--- src/rtl/math_cabs_32_pipe.sv ---
// rtl/math_cabs_32_pipe.sv - fully pipelined unscaled CORDIC complex magnitude |a + jb|
module math_cabs_32_pipe #(
   parameter int DATA_WIDTH = 32,
   parameter int ITERATIONS = 12
) (
   input  logic                  clk,
   input  logic                  rst,
   input  logic [DATA_WIDTH-1:0] dina,
   input  logic [DATA_WIDTH-1:0] dinb,
   output logic [DATA_WIDTH+1:0] dout
);

   // Input register + one register per micro-rotation + output register.
   localparam int LATENCY = ITERATIONS + 2;
   // Three guard bits: one for |-2^(N-1)|, two for CORDIC gain growth up to sqrt(2)*K.
   localparam int W       = DATA_WIDTH + 3;
   localparam int NSTAGE  = LATENCY - 1;

   // x/y pipeline: index 0 is the input stage, index i+1 holds the result of rotation i.
   logic signed [W-1:0]          x_q [0:NSTAGE-1] = '{default: '0};
   logic signed [W-1:0]          y_q [0:NSTAGE-1] = '{default: '0};
   logic signed [W-1:0]          x_d [0:NSTAGE-1];
   logic signed [W-1:0]          y_d [0:NSTAGE-1];
   logic        [DATA_WIDTH+1:0] dout_q = '0;
   logic        [DATA_WIDTH+1:0] dout_d;

   logic signed [W-1:0]          a_ext;
   logic signed [W-1:0]          b_ext;

   // Sign-extend both components into the wide datapath.
   always_comb begin
      a_ext = {{(W-DATA_WIDTH){dina[DATA_WIDTH-1]}}, dina};
      b_ext = {{(W-DATA_WIDTH){dinb[DATA_WIDTH-1]}}, dinb};
   end

   // Next-state for every stage: fold a into the right half-plane, then
   // rotate towards the x axis, choosing direction from the sign of y.
   always_comb begin
      x_d = x_q;
      y_d = y_q;
      x_d[0] = a_ext[W-1] ? -a_ext : a_ext;
      y_d[0] = b_ext;
      for (int i = 0; i < ITERATIONS; i++) begin
         if (!y_q[i][W-1]) begin
            x_d[i+1] = x_q[i] + (y_q[i] >>> i);
            y_d[i+1] = y_q[i] - (x_q[i] >>> i);
         end else begin
            x_d[i+1] = x_q[i] - (y_q[i] >>> i);
            y_d[i+1] = y_q[i] + (x_q[i] >>> i);
         end
      end
   end

   // Final x is non-negative and below 2^(DATA_WIDTH+1), so the low bits are the magnitude.
   always_comb begin
      dout_d = x_q[NSTAGE-1][DATA_WIDTH+1:0];
   end

   // Pipeline registers; reset flushes every stage so in-flight samples are lost.
   always_ff @(posedge clk) begin
      if (rst) begin
         for (int i = 0; i < NSTAGE; i++) begin
            x_q[i] <= '0;
            y_q[i] <= '0;
         end
         dout_q <= '0;
      end else begin
         x_q    <= x_d;
         y_q    <= y_d;
         dout_q <= dout_d;
      end
   end

   assign dout = dout_q;

endmodule

--- config.mk ---
export PLATFORM = sky130hd
export DESIGN_NAME = math_cabs_32_pipe
export DESIGN_NICKNAME = d
export VERILOG_FILES = /design/src/rtl/math_cabs_32_pipe.sv
export SDC_FILE = /design/constraint.sdc
export NUM_CORES = 2
export LEC_CHECK = 0
export CAP_MARGIN = 40
export CORE_ASPECT_RATIO = 0.5
export CORE_UTILIZATION = 50
export DETAILED_ROUTE_END_ITERATION = 7
export PLACE_DENSITY = 0.69
export SYNTH_ARGS = -nofsm -noshare
export SYNTH_HDL_FRONTEND = slang
export SYNTH_SLANG_ARGS = --single-unit
--- constraint.sdc ---
create_clock -name clk -period 4.8 [get_ports clk]
set_input_delay 0.72 -clock clk [delete_from_list [all_inputs] [get_ports clk]]
set_output_delay 0.72 -clock clk [all_outputs]
set_load 0.005 [all_outputs]
======== Yosys cells after proc, flatten, opt, wreduce, memory -nomap -nowiden ========
Index checks and enable logic that the tools add are counted.
word-level totals
  register bits ........................... 904
  input bits .............................. 66
  output and inout bits ................... 34
  word-level logic and storage cells ...... 99
operators by class
  $add $sub $neg .......................... 46
  multiplexer cells ....................... 24
  bitwise gates (word level) .............. 1
  reduce and logical (&&, ||, !) cells .... 1
operator list
  kind              count
  $mux W35          21
  $sub A35 B32 Y35  3
  $add A35 B26 Y35  2
  $add A35 B27 Y35  2
  $add A35 B28 Y35  2
  $add A35 B29 Y35  2
  $add A35 B30 Y35  2
  $add A35 B31 Y35  2
  $add A35 B32 Y35  2
  $add A35 B33 Y35  2
  $add A35 B34 Y35  2
  $sub A35 B26 Y35  2
  $sub A35 B27 Y35  2
  $sub A35 B28 Y35  2
  $sub A35 B29 Y35  2
  $sub A35 B30 Y35  2
  $sub A35 B31 Y35  2
  $sub A35 B33 Y35  2
  $sub A35 B34 Y35  2
  $mux W34          2
  $add A32 B35 Y35  1
  $add A35 B25 Y35  1
  $neg A32 Y35      1
  $sub A32 B35 Y35  1
  other kinds (8)   8

======== Logic depth before layout (Yosys ltp) ========
  depth after elaboration ................. 2
  gate-level depth with buffers ........... 23
  depth with buffers taken out ............ 22

======== Least setup slack after synthesis ========
OpenSTA, ideal clock, no wires.
  path type ............................... register to register
  start ................................... reg x_q[152] (netlist bit)
  end ..................................... reg y_q[139] (netlist bit)
  setup time .............................. 0.128 ns
  arrival ................................. 4.452 ns
  data required time ...................... 4.672 ns
  setup slack ............................. 0.220 ns
  cell stages (with the launch flop) ...... 21
  path buffers ............................ 1
  clock period less this slack ............ 4.580 ns
  cells stage by stage .................... dfxtp_1 -> or4_1 -> nor3_1 -> and3b_1 -> nand2_1 -> or4_1 -> o21ai_0 -> nand2_1 -> ha_1 -> clkbuf_1 -> a21o_1 -> a21o_1 -> a21o_1 -> a21o_1 -> a21o_1 -> a21o_1 -> a21o_1 -> a21o_1 -> a31oi_1 -> xor2_1 -> nor2_1
on the way
  cells in the longest elaborated chain, start to end .. 2
  elaborated cells between the ends (all ways) .. 3
  classes of those cells .................. add/sub (2); mux (1)
RTL lines
  item                                                  RTL line  RTL
  start, declared                                       20        logic signed [W-1:0] x_q [0:NSTAGE-1] = '{default: '0};
  start signal, assigned by index                       63        x_q[i] <= '0;
  start signal, assigned                                68        x_q <= x_d;
  $sub A35 B27 Y35 or $add A35 B27 Y35 (tied branches)  46, 49
  $mux W35 *                                            44        if (!y_q[i][W-1]) begin
  end signal, assigned                                  69        y_q <= y_d;
  end, declared                                         21        logic signed [W-1:0] y_q [0:NSTAGE-1] = '{default: '0};
Mark *: on every way between the ends. The rest lies on a longest branch, timed or not.
A chain may end at the register's enable or synchronous reset.

======== Worst setup path in the final report ========
  start ................................... reg y_q[51] (netlist bit)
  end ..................................... reg x_q (netlist bit dout_d[33])
on the way
  cells in the longest elaborated chain, start to end .. 2
  elaborated cells between the ends (all ways) .. 3
  classes of those cells .................. add/sub (2); mux (1)
RTL lines
  item                                                  RTL line
  $add A34 B24 Y34 or $sub A34 B24 Y34 (tied branches)  45, 48
  $mux W34 *                                            44
Marked as above.

==> reports/results.tsv <==
stage	metric	value	unit
grt	grt_pass1_vias	65100	
worst_hold_path	min_path_cells	1	
floorplanning	dieArea	153000	um2
final_layout	final_cell_mix	nor2_1, a21oi_1, dfxtp_1	
synth	synth-main-ff-cell	dfxtp_1	
grt	grt_usage	0.262	
sta	final_hold_viol_count	0	
sta	worst_slew_pin_slew	0.847	ns
run	drv_cap	0	
synth	synthArstFlopShare	0	
final_layout	seq_area	17900	um2
grt	met3_usage	0.0341	
setup_path	timing.reg2reg.setup_slack	0.21	ns
synth	ys_ff_latch	892	
routing	ant_nets	0	
synth	yosysUniqueCellTypes	97	
grt	grt_max_degree	179	
placement	io_buffers	99	
routing	routed_via_density	5.71	
setup_path	critPathMaxFanout	5	
sta	hold-worst-slack	0.430	ns
setup_path	path_cells	or4_1 > nor2_1 > and3_1 > nand3b_1 > nor4_1 > nor2_1 > xnor2_1 > ha_1 > a21oi_1 > o21ai_0 > a21o_1 > a21oi_1 > nand3b_1 > a21oi_2 > o41ai_1 > buf_4 > a311oi_1 > o21ai_0 > xnor2_1 > nor2_1	
setup_path	cp.arrival	5.18	ns
routing	routedWlPerCell	17.2	um
grt	antenna_found_initial	1	
setup_path	crit_path_start_kind	flip-flop	
setup_path	critPathMaxStageDelay	0.60	ns
final_layout	final_common_cell	nor2_1	
floorplanning	die_h	277	um
final_layout	multi_input_area	55300	um2
setup_path	cp_common_cell	nor2_1	
sta	fin_setup_tns	0	ns
grt	use_met1	0.350	
worst_hold_path	whs_endpoint	dout[15]	
final_layout	drive_gt1_frac	0.0522	
clock_network	cts_tree	built	
placement	hpwl	165000	um
grt	top_usage_layer	met2	
final_layout	syn2layout_area_growth	9.89	%
synth	ys_seq_area_frac	0.236	
floorplanning	fp-row-count	100	
worst_hold_path	hold_start	dout_d[15]	
floorplanning	pin_count	100	
synth	yosys.area.top_type_share	0.236	
sta	maxSlewHeadroom	0.435	
sta	finClkSkew	0.0385	ns
routing	drc	0	
sta	period_share	0.956	
setup_path	path_buf_inv	1	
final_layout	fin_util	0.557	
synth	syn_area	75800	um2
sta	setup_viol	0	
final_layout	nFillCells	14200	
clock_network	clkTransAtPathRegs	0.06	ns
floorplanning	die_x	552	um
worst_hold_path	hold_path.class	flip-flop to flip-flop	
floorplanning	start_util	0.507	
synth	synth_cells	9821	
routing	firstDrtPassIters	6	
placement	gp_congestion	0.959	
setup_path	crit_start	y_q[51]	
setup_path	cp-end-kind	flip-flop	
clock_network	cts_sinks	892	
clock_network	clkLatencyLatePin	0.73	ns
setup_path	crit_path_top_delay_cell	or4_1	
clock_network	root_buffer	clkbuf_16	
setup_path	r2r-start	y_q[51]	
floorplanning	core-area	150000	um2
setup_path	worstPathRequired	5.39	ns
placement	dpl_cell_area	79800	um2
setup_path	ff2ff_path_depth	20	
synth	yosysWarningCount	0	
setup_path	path_class	flip-flop to flip-flop	
outcome	status	complete, no violations	
synth	avgSynthCellArea	7.71	um2
final_layout	nNetsFinal	10900	
synth	synth_top_area_cell	dfxtp_1	
clock_network	max-clock-path-buffers	3	
setup_path	rr_endpoint	dout_d[33]	
grt	gr-usage-met2	0.432	
routing	wl	207000	um
final_layout	design_area	83200	um2
sta	post-route-min-period	4.59	ns
grt	grt_pass1_wl	335000	um
routing	drt_iter0_drc	5081	
synth	synth_edf_count	0	
setup_path	crit_family	simple AND/OR/NAND/NOR gates	
sta	fmax	218	MHz
sta	maxSlewViolCount	0	
synth	ys_top_cells_by_area	dfxtp_1, ha_1, xnor2_1	
clock_network	numCtsBuffers	92	
clock_network	htreeDepth	3	
final_layout	antenna_cells	0	
routing	vias	68400	
grt	grt_overflow_total	0	
-- cell type report --
class,count,area share
clock buffer,120,0.0310
inverter,453,0.0204
multi-input combinational,8182,0.665
clock inverter,41,0.00773
timing repair buffer,310,0.0317
sequential,892,0.215
tap,1989,0.0299
-- worst reg2reg max path, stage by stage, from the launching register on --
cell	delay [ns]
dfxtp_1	0.33
or4_1	0.60
nor2_1	0.15
and3_1	0.24
nand3b_1	0.17
nor4_1	0.23
nor2_1	0.09
xnor2_1	0.14
ha_1	0.36
a21oi_1	0.16
o21ai_0	0.08
a21o_1	0.17
a21oi_1	0.30
nand3b_1	0.14
a21oi_2	0.23
o41ai_1	0.13
buf_4	0.15
a311oi_1	0.37
o21ai_0	0.18
xnor2_1	0.19
nor2_1	0.05
-- flip-flops by register name (all words and copies together) (netlist names) --
| register | count |
|---|---|
| y_q | 405 |
| x_q | 419 |
| dout_d | 34 |
| dout | 34 |
-- cell families after synthesis --
family | after synthesis | synth area share
adder cells (fa/ha/maj) | 868 | 0.146
AO/OA/AOI/OAI | 2644 | 0.222
other | 1 | 0.0000495
XOR/XNOR | 1202 | 0.139
buffers and inverters | 749 | 0.0372
multiplexers | 57 | 0.00791
flip-flops | 892 | 0.236
AND/OR/NAND/NOR | 3408 | 0.213
-- worst max path at each step --
stage	end	slack, ns	cells past startpoint
finish	dout_d[33]	0.21	20
global placement	x_q[384]	-0.002	19
global route	x_q[209]	-0.03	20
floorplan	y_q[139]	0.22	20
CTS	x_q[384]	0.02	17
detailed placement	x_q[384]	0.04	17
-- what timing repair did --
action	in CTS	in global routing
endpoints found under the setup margin	0	67
resized for setup	0	59
setup buffers	0	2
hold buffers	0	0
-- per-layer routing --
metal	wire [um]	share of wire
met2	91800	0.44
met5	0	0
met1	97100	0.47
met4	7330	0.035
met3	10300	0.050
-- synth_stat cells (125+ instances only) --
cell	number
ha_1	845
xor2_1	519
a31oi_1	127
nand2b_1	137
o21bai_1	125
nor2_1	1512
nor3_1	298
a21o_1	441
nor2b_1	237
nand3_1	139
nand2_1	493
dfxtp_1	892
a21oi_1	956
xnor2_1	683
clkbuf_1	259
inv_1	445
o21ai_0	400
-- metrics by stage --
step | cells | worst slack (ns)
after floorplan | 9823 | 0.220
after global placement | 11800 | -0.00175
after detailed placement | 11800 | 0.0423
after CTS | 12000 | 0.0189
after global routing | 12000 | -0.0288
final | 12000 | 0.209
Power is not shown: default switching activity piles up to over one toggle a cycle in this logic, so the estimate is an artifact.
